<file path="config.mk">
export PLATFORM = sky130hd
export DESIGN_NAME = latency_meter_flat
export DESIGN_NICKNAME = d
export VERILOG_FILES = /design/src/rtl/latency_pkg.sv /design/src/rtl/latency_meter_if.sv /design/src/rtl/sensor_debounce.sv /design/src/rtl/latency_meter.sv /design/src/flat_wrapper.sv
export SDC_FILE = /design/constraint.sdc
export NUM_CORES = 1
export LEC_CHECK = 0
export CORE_MARGIN = 1.5
export CORE_UTILIZATION = 59
export DETAILED_ROUTE_END_ITERATION = 16
export DONT_BUFFER_PORTS = 1
export HOLD_SLACK_MARGIN = 0.02
export PLACE_DENSITY = 0.75
export SYNTH_ARGS = -nofsm -noshare
export SYNTH_HDL_FRONTEND = slang
export SYNTH_SLANG_ARGS = --single-unit
</file>
<file path="constraint.sdc">
create_clock -name clock -period 4.9 [get_ports clock]
set_input_delay 0.98 -clock clock [delete_from_list [all_inputs] [get_ports clock]]
set_output_delay 0.98 -clock clock [all_outputs]
set_load 0.1 [all_outputs]
</file>
<file path="src/rtl/latency_pkg.sv">
// Shared types and constants for the display latency meter.
package latency_pkg;

  localparam int unsigned LATENCY_WIDTH = 20;
  localparam int unsigned AVG_SAMPLES   = 16;
  localparam int unsigned AVG_SHIFT     = 4;
  localparam int unsigned ACC_WIDTH     = 24;

  typedef enum logic [2:0] {
    StIdle,
    StMeasure,
    StDone,
    StAbort,
    StWaitDark
  } latency_state_t;

endpackage

</file>
<file path="src/rtl/latency_meter_if.sv">
// Trigger/sensor inputs and result outputs of the latency meter.
interface latency_meter_if;
  import latency_pkg::*;

  logic                     enable;
  logic                     starttrigger;
  logic                     sensor;
  logic [LATENCY_WIDTH-1:0] latency_us;
  logic                     latency_valid;
  logic                     timeout;
  logic                     busy;
  logic [LATENCY_WIDTH-1:0] avg_us;
  logic                     avg_valid;

  modport master (
    output enable, starttrigger, sensor,
    input  latency_us, latency_valid, timeout, busy, avg_us, avg_valid
  );

  modport slave (
    input  enable, starttrigger, sensor,
    output latency_us, latency_valid, timeout, busy, avg_us, avg_valid
  );

endinterface

</file>
<file path="src/rtl/sensor_debounce.sv">
// Two-flop synchronizer for the raw photo sensor followed by a debounce counter
// that accepts a new level only after DEBOUNCE_CYCLES consecutive equal samples.
module sensor_debounce #(
  parameter int unsigned DEBOUNCE_CYCLES = 16
) (
  input  logic clock,
  input  logic reset,
  input  logic sensor,
  output logic sensor_stable
);

  localparam int unsigned CntW = (DEBOUNCE_CYCLES > 1) ? $clog2(DEBOUNCE_CYCLES) : 1;

  logic [1:0]      sync_q;
  logic            stable_q;
  logic [CntW-1:0] cnt_q;

  always_ff @(posedge clock or posedge reset) begin
    if (reset) begin
      sync_q   <= '0;
      stable_q <= 1'b0;
      cnt_q    <= '0;
    end else begin
      sync_q <= {sync_q[0], sensor};
      if (sync_q[1] == stable_q) begin
        cnt_q <= '0;
      end else if (cnt_q == CntW'(DEBOUNCE_CYCLES - 1)) begin
        stable_q <= sync_q[1];
        cnt_q    <= '0;
      end else begin
        cnt_q <= cnt_q + 1'b1;
      end
    end
  end

  assign sensor_stable = stable_q;

endmodule

</file>
<file path="src/rtl/latency_meter.sv">
// Display latency meter: counts microseconds from starttrigger until the debounced
// photo sensor sees light. Optional 16-sample averaging under LATENCY_AVERAGE_EN.
module latency_meter
  import latency_pkg::*;
#(
  parameter int unsigned CLOCKS_PER_US   = 148,
  parameter int unsigned TIMEOUT_US      = 500000,
  parameter int unsigned DEBOUNCE_CYCLES = 16
) (
  input logic            clock,
  input logic            reset,
  latency_meter_if.slave bus
);

  localparam int unsigned PsW = $clog2(CLOCKS_PER_US);

  latency_state_t           state_q;
  logic [PsW-1:0]           prescale_q;
  logic [LATENCY_WIDTH-1:0] us_count_q;
  logic [LATENCY_WIDTH-1:0] latency_q;
  logic                     latency_valid_q;
  logic                     timeout_q;
  logic                     sensor_stable;

  sensor_debounce #(
    .DEBOUNCE_CYCLES(DEBOUNCE_CYCLES)
  ) u_debounce (
    .clock        (clock),
    .reset        (reset),
    .sensor       (bus.sensor),
    .sensor_stable(sensor_stable)
  );

  always_ff @(posedge clock or posedge reset) begin
    if (reset) begin
      state_q         <= StIdle;
      prescale_q      <= '0;
      us_count_q      <= '0;
      latency_q       <= '0;
      latency_valid_q <= 1'b0;
      timeout_q       <= 1'b0;
    end else begin
      latency_valid_q <= 1'b0;
      timeout_q       <= 1'b0;
      unique case (state_q)
        StIdle: begin
          // A trigger with the screen already bright would measure nothing useful.
          if (bus.starttrigger && bus.enable && !sensor_stable) begin
            state_q    <= StMeasure;
            prescale_q <= '0;
            us_count_q <= '0;
          end
        end
        StMeasure: begin
          if (prescale_q == PsW'(CLOCKS_PER_US - 1)) begin
            prescale_q <= '0;
            us_count_q <= us_count_q + 1'b1;
          end else begin
            prescale_q <= prescale_q + 1'b1;
          end
          if (sensor_stable) begin
            state_q <= StDone;
          end else if (us_count_q == LATENCY_WIDTH'(TIMEOUT_US)) begin
            state_q <= StAbort;
          end
        end
        StDone: begin
          latency_q       <= us_count_q;
          latency_valid_q <= 1'b1;
          state_q         <= StWaitDark;
        end
        StAbort: begin
          timeout_q <= 1'b1;
          state_q   <= StWaitDark;
        end
        StWaitDark: begin
          if (!sensor_stable) begin
            state_q <= StIdle;
          end
        end
        default: state_q <= StIdle;
      endcase
    end
  end

  assign bus.latency_us    = latency_q;
  assign bus.latency_valid = latency_valid_q;
  assign bus.timeout       = timeout_q;
  assign bus.busy          = (state_q != StIdle);

`ifdef LATENCY_AVERAGE_EN
  localparam int unsigned NsW = $clog2(AVG_SAMPLES);

  logic [ACC_WIDTH-1:0]     acc_q;
  logic [ACC_WIDTH-1:0]     acc_sum;
  logic [NsW-1:0]           nsamp_q;
  logic [LATENCY_WIDTH-1:0] avg_q;
  logic                     avg_valid_q;

  assign acc_sum = acc_q + ACC_WIDTH'(us_count_q);

  // Sampled in StDone so avg_valid lines up with the 16th latency_valid.
  always_ff @(posedge clock or posedge reset) begin
    if (reset) begin
      acc_q       <= '0;
      nsamp_q     <= '0;
      avg_q       <= '0;
      avg_valid_q <= 1'b0;
    end else begin
      avg_valid_q <= 1'b0;
      if (state_q == StDone) begin
        if (nsamp_q == NsW'(AVG_SAMPLES - 1)) begin
          avg_q       <= LATENCY_WIDTH'(acc_sum >> AVG_SHIFT);
          avg_valid_q <= 1'b1;
          acc_q       <= '0;
          nsamp_q     <= '0;
        end else begin
          acc_q   <= acc_sum;
          nsamp_q <= nsamp_q + 1'b1;
        end
      end
    end
  end

  assign bus.avg_us    = avg_q;
  assign bus.avg_valid = avg_valid_q;
`else
  assign bus.avg_us    = '0;
  assign bus.avg_valid = 1'b0;
`endif

endmodule
</file>
<file path="src/flat_wrapper.sv">
// flat-port wrapper written by rule: the top's interface ports become plain ports
module latency_meter_flat import latency_pkg::*;
#(
  parameter int unsigned CLOCKS_PER_US   = 148,
  parameter int unsigned TIMEOUT_US      = 500000,
  parameter int unsigned DEBOUNCE_CYCLES = 16
)
  (clock, reset, bus_enable, bus_starttrigger, bus_sensor, bus_latency_us, bus_latency_valid, bus_timeout, bus_busy, bus_avg_us, bus_avg_valid);
  latency_meter_if bus_i ();
  input logic clock;
  input logic reset;
  input wire logic [$bits(bus_i.enable)-1:0] bus_enable;
  input wire logic [$bits(bus_i.starttrigger)-1:0] bus_starttrigger;
  input wire logic [$bits(bus_i.sensor)-1:0] bus_sensor;
  output wire logic [$bits(bus_i.latency_us)-1:0] bus_latency_us;
  output wire logic [$bits(bus_i.latency_valid)-1:0] bus_latency_valid;
  output wire logic [$bits(bus_i.timeout)-1:0] bus_timeout;
  output wire logic [$bits(bus_i.busy)-1:0] bus_busy;
  output wire logic [$bits(bus_i.avg_us)-1:0] bus_avg_us;
  output wire logic [$bits(bus_i.avg_valid)-1:0] bus_avg_valid;
  assign bus_i.enable = bus_enable;
  assign bus_i.starttrigger = bus_starttrigger;
  assign bus_i.sensor = bus_sensor;
  assign bus_latency_us = bus_i.latency_us;
  assign bus_latency_valid = bus_i.latency_valid;
  assign bus_timeout = bus_i.timeout;
  assign bus_busy = bus_i.busy;
  assign bus_avg_us = bus_i.avg_us;
  assign bus_avg_valid = bus_i.avg_valid;
  latency_meter #(.CLOCKS_PER_US(CLOCKS_PER_US), .TIMEOUT_US(TIMEOUT_US), .DEBOUNCE_CYCLES(DEBOUNCE_CYCLES)) u_core (.clock(clock), .reset(reset), .bus(bus_i));
endmodule
</file>
==> results of run 1 <==
[metrics by stage]
stage	cell area, um^2	util [%]
detailed placement	2950	61.3
floorplan	3070	-
CTS	3160	65.5
global placement	2950	61.3
finish	3160	65.5
global route	3160	65.5
[cell type report]
class / count / area share (%)
Clock inverter: 5 / 1.59
Multi-Input combinational cell: 187 / 41.6
Inverter: 11 / 1.31
Tap cell: 67 / 2.66
Sequential cell: 60 / 47.6
Timing Repair Buffer: 2 / 0.476
Clock buffer: 11 / 4.80
[cell families (layout without fill, tap and decap cells)]
family	count (synthesis)	after routing	share of synthesized area (%)
adders and majority gates	4	4	1.67
buffers and inverters	42	29	8.66
DFF	60	60	50.2
AOI/OAI and AO/OA	42	42	11.4
xor gates and xnor gates	19	19	5.56
muxes	21	21	7.91
and+or+nand+nor	80	80	14.4
other	1	21	0.125
[synthesized netlist by cell type, types with 2 or more instances]
master	count
buf_6	3
inv_1	11
a31oi_1	2
a21oi_1	7
and3_1	5
a211oi_1	8
dfrtp_1	60
nand3_1	10
buf_1	2
ha_1	4
nand4b_1	2
nand2_1	9
nor4_1	2
mux2_2	21
nand4_1	9
or3_1	4
nor2_1	25
buf_4	21
o21ai_0	14
a2111oi_4	4
clkbuf_1	5
nand2b_1	3
or3b_1	2
xnor2_1	19
nor3b_1	2
nor4b_1	2
[sequential cells by signal, summed over array words and instances, names as in the netlist]
signal                           count
u_core.bus.latency_us               20
u_core.bus.latency_valid             1
u_core.bus.timeout                   1
u_core.prescale_q                    8
u_core.state_q                       3
u_core.u_debounce.cnt_q              4
u_core.u_debounce.sensor_stable      1
u_core.u_debounce.sync_q             2
u_core.us_count_q                   20
[critical path: cells and delay by family, from the launching register on]
family / cells / cell delay [ns]
AOI/OAI and AO/OA: 3 / 0.95
DFF: 1 / 0.41
and+or+nand+nor: 2 / 1.17
[placed cells by master, fill, tap and decap left out, types with 3 or more instances in the layout]
cell	n
ha_1	4
dfrtp_1	60
nand4_1	9
clkinv_2	4
nand2b_1	3
a21oi_1	7
or3_1	4
nor2_1	24
inv_1	10
xnor2_1	19
conb_1	21
nand3_1	10
a211oi_1	8
and3_1	5
a2111oi_4	4
o21ai_0	14
nand2_1	9
mux2_2	21
clkbuf_8	11
[worst max-delay path by stage]
stage	end	slack, ns	cells after the start
floorplan	u_core.bus.latency_us[0]	2.44	1
global placement	u_core.us_count_q[17]	2.17	5
detailed placement	u_core.us_count_q[17]	2.07	5
CTS	u_core.us_count_q[17]	2.26	5
global route	u_core.us_count_q[17]	2.17	5
finish	u_core.us_count_q[17]	2.25	5
[routing by layer]
layer / share of wire, % / global-route usage, %
met2: 47 / 32.2
met1: 46 / 28.5
met3: 5.5 / 8.54
met4: 1.1 / 8.23
met5: 0 / 0
[power breakdown]
group / switching [uW] / internal [uW] / leakage, uW / total [uW]
combinational: 145 / 58.4 / 0.000553 / 203
sequential: 70.5 / 547 / 0.000740 / 617
clock: 187 / 259 / 0.000109 / 446
==> metrics.txt, run 1 <==
sink of the worst hold path u_core.u_debounce.sync_q[1]; initial antenna violation count 0; Worst Path Max Fanout 20; cell count after synthesis 269; Max VDD drop 249 uV; PwrDens 401 nW/um^2; fraction of registers with async set/reset 100%; crit-path cells or3_1, or3_1, a2111oi_4, a31oi_1, a41o_1; vias in the first global route 1887; global route overflow 0; die width 74.2 um; Die ar. around 5500 um^2; setup TNS 0 ns; Via-to-Cell Ratio 5.57; most area-consuming cells after synthesis dfrtp_1 (50%), mux2_2 (7.9%), xnor2_1 (5.6%); RSZ-0062 raised after global routing false; drt first pass iters 4; R2R setup slack 2.25 ns; crit start category flip-flop; worst reg2reg path endpoint u_core.us_count_q[17]; Arrival @ worst endpoint 2.87 ns; DRC Markers 0; Final Hold Viols 0; io pins between 40 and 50; post-layout net count 280; hpwl dp 3400 um; FF-to-FF Start u_core.state_q[2]; YS warnings 0; Placed Cells 327; Max Clock Skew 0.00539 ns; Die Height 74.2 um; Max Cap Viol 0; Leak 0.00140 uW; total setup buffers inserted after CTS 0; Synth Flop Type dfrtp_1; Peak Freq 0.378 GHz; syn avg cell area 11.1 um^2; ANT cells 0; multi-input gate area in the final layout between 1000 and 1500 um^2; DRT antenna net count 0; Synth cell types 39; pre-CTS WS 2.07 ns; CP Class reg -> reg; initial core utilization 62.1%; via count about 1900; FP Rows 25; CTS tree done; core area 4820 um^2; Worst Setup End Kind flip-flop; HP Class reg -> reg; H-Tree Depth 3; sequential area share after synthesis 50.2%; Syn Std Cell Area 2990 um^2; status finished clean; final period utilization 54.0%; largest stage delay on the critical path 0.74 ns; clock-pin slew on the worst setup and hold paths 0.07 ns; setup slack after layout 2.25 ns; Worst EP required 5.12 ns; IO buf count 0; final WL 5170 um; number of synthesized register bits 60; # fillers 387; area grow syn2layout 5.52%; post-cts sizing count 0; Crit path top cell by count or3_1; top-area cell type share of the netlist area 50.2%; Non-Filler Instances 343; max_slew headroom 30.2%; Placer Congestion 0.822; CP startpoint u_core.state_q[2]; final count of pins violating max slew 0; Avg WL per Cell 15.1 um; CTS Root Cell clkbuf_8; TritonCTS buffer count 9; GR Util All Layers 21.6%; Cells on Worst Hold Path 0; first-pass GRT wire length 8850 um; # hold bufs at CTS 0; Tightest Pin Transition 1.05 ns; Tot Pwr 1270 uW; EDFF count, synth 0; hold slack 0.345 ns; number of DRC markers in iteration 0 100; buffer depth of the longest clock path 2; post-synth top area cell dfrtp_1; Setup violations, final 0; FF/Latch Area approximately 1500 um^2; largest net degree at the start of global routing 61; hold_sp u_core.u_debounce.sync_q[0]; clk_lat worst skew between 0.3 and 0.4 ns; layout cells sized above 1 17.0%; post-route minimum period 2.65 ns; clock sinks 60; CP max stage cell or3_1; Reg2Reg Depth 5
Note: power is estimated with default switching activity, not from simulation.
==> run 2, diff against run 1 <==
clock period = 2.48 ns   (was 4.9 ns; I/O delays follow)
==> metrics.txt, run 2 (synthesized netlist as in run 1, its figures left out) <==
hpwl dp roughly 3500 um; post-layout net count 286; multi-input gate area in the final layout 1310 um^2; global route overflow 0; setup slack after layout 0.137 ns; Final Hold Viols 0; setup TNS 0 ns; final count of pins violating max slew 0; HP Class in -> async; Max Clock Skew approximately 0.0068 ns; H-Tree Depth 3; initial core utilization 62.1%; DRC Markers 0; RSZ-0062 raised after global routing false; Die Height 74.2 um; # fillers approximately 370; status finished clean; pre-CTS WS 0.182 ns; combinational share of power 15.3%; area grow syn2layout 9.08%; Worst Path Max Fanout 11; layout cells sized above 1 18.4%; # hold bufs at CTS 0; clock-pin slew on the worst setup and hold paths approximately 0.07 ns; Via-to-Cell Ratio 5.47; final core utilization 67.7%; TritonCTS buffer count 9; most frequent cells in the layout dfrtp_1 (60), nor2_1 (24), mux2_2 (21), conb_1 (21), xnor2_1 (19); drt first pass iters 4; number of DRC markers in iteration 0 115; first-pass GRT wire length 8730 um; max_slew headroom roughly 39%; GR Util All Layers 21.5%; final WL 5260 um; via count 1910; Die ar. between 5000 and 6000 um^2; critical path's top delay family simple AND/OR/NAND/NOR gates; Tightest Pin Transition 0.917 ns; die width 74.2 um; DRT antenna net count 0; Max VDD drop 555 uV; clk_lat worst skew 0.34 ns; FF/Latch Area 1500 um^2; R2R setup slack 0.14 ns; io pins a little under 50; hold slack 0.0959 ns; CTS Root Cell clkbuf_8; Arrival @ worst endpoint between 2 and 3 ns; PwrDens 834 nW/um^2; Setup violations, final 0; Worst EP required 2.71 ns; total setup buffers inserted after CTS 0; CP max stage cell a2111oi_4; crit-path cells or3b_1, or3_4, a2111oi_4, a31oi_1, a41o_1; core area approximately 4800 um^2; buffer depth of the longest clock path 2; largest stage delay on the critical path about 0.5 ns; post-cts sizing count 0; CTS tree done; Avg WL per Cell 15.1 um; Max Cap Viol 0; worst path bufs/invs 0; switching part of the total 29.3%; CP Class reg -> reg; largest net degree at the start of global routing 34; Leak 0.00145 uW; commonest non-fill, non-tap cell in the layout dfrtp_1; IO buf count 0; clock sinks 60; Worst Setup End Kind flip-flop; post-route minimum period 2.34 ns; Net Sw Power between 700 and 800 uW; ANT cells 0; Peak Freq 0.427 GHz; internal power 1920 uW; initial antenna violation count 0; Clock power frac 39.9%; Placer Congestion 0.821; FP Rows 25; crit start category flip-flop; vias in the first global route 1921; Seq pwr share 44.8%; final period utilization 94.5%
[run 2: changes by cell type in the layout (fill, tap and decap cells not counted)]
cell / before / now
clkinv_2: 4 / 1
buf_12: 0 / 1
buf_4: 2 / 7
clkbuf_1: 0 / 1
bufinv_16: 1 / 3
[run 2: final cells by class]
| cell class | count | share of cell area, % |
|---|---|---|
| flip-flops and latches | 60 | 46.0 |
| multi-input cells | 187 | 40.2 |
| clock buffers | 12 | 4.76 |
| clock inverters | 4 | 2.92 |
| well taps | 67 | 2.57 |
| repair buffers | 8 | 2.22 |
| inverters | 11 | 1.27 |
[run 2: power by group through the flow]
stage          clock network (uW)  registers (uW)  logic [uW]
2_1_floorplan                   0            1190         389
3_3_place_gp                    0            1220         403
3_5_place_dp                    0            1230         411
4_1_cts                      1110            1210         417
5_1_grt                      1160            1240         462
6_report                     1080            1220         417
[run 2: routing by layer]
layer | part of all wire (%) | GRT usage (%)
met1 | 45 | 27.0
met2 | 48 | 33.3
met3 | 4.4 | 5.42
met4 | 3.1 | 13.4
met5 | 0 | 0
[run 2: path summary, 6_finish.rpt]
path / depth (start not counted) / from / end
setup reg to reg: 5 / u_core.state_q[2] / u_core.us_count_q[17]
hold / removal: 1 / reset / u_core.bus.latency_us[2]
setup / recovery: 5 / u_core.state_q[2] / u_core.us_count_q[17]
hold reg to reg: 0 / u_core.u_debounce.sync_q[0] / u_core.u_debounce.sync_q[1]
max in group asynchronous: 2 / reset / u_core.bus.latency_us[16]
min in group clock: 0 / bus_sensor / u_core.u_debounce.sync_q[0]
[run 2: through the flow]
step                      power (uW)  area, um^2  std cells
final                           2720        3260        349
after global routing            2860        3260        349
after CTS                       2740        3260        349
after detailed placement        1640        3010        333
after global placement          1630        3010        333
after floorplan                 1580        3070        289
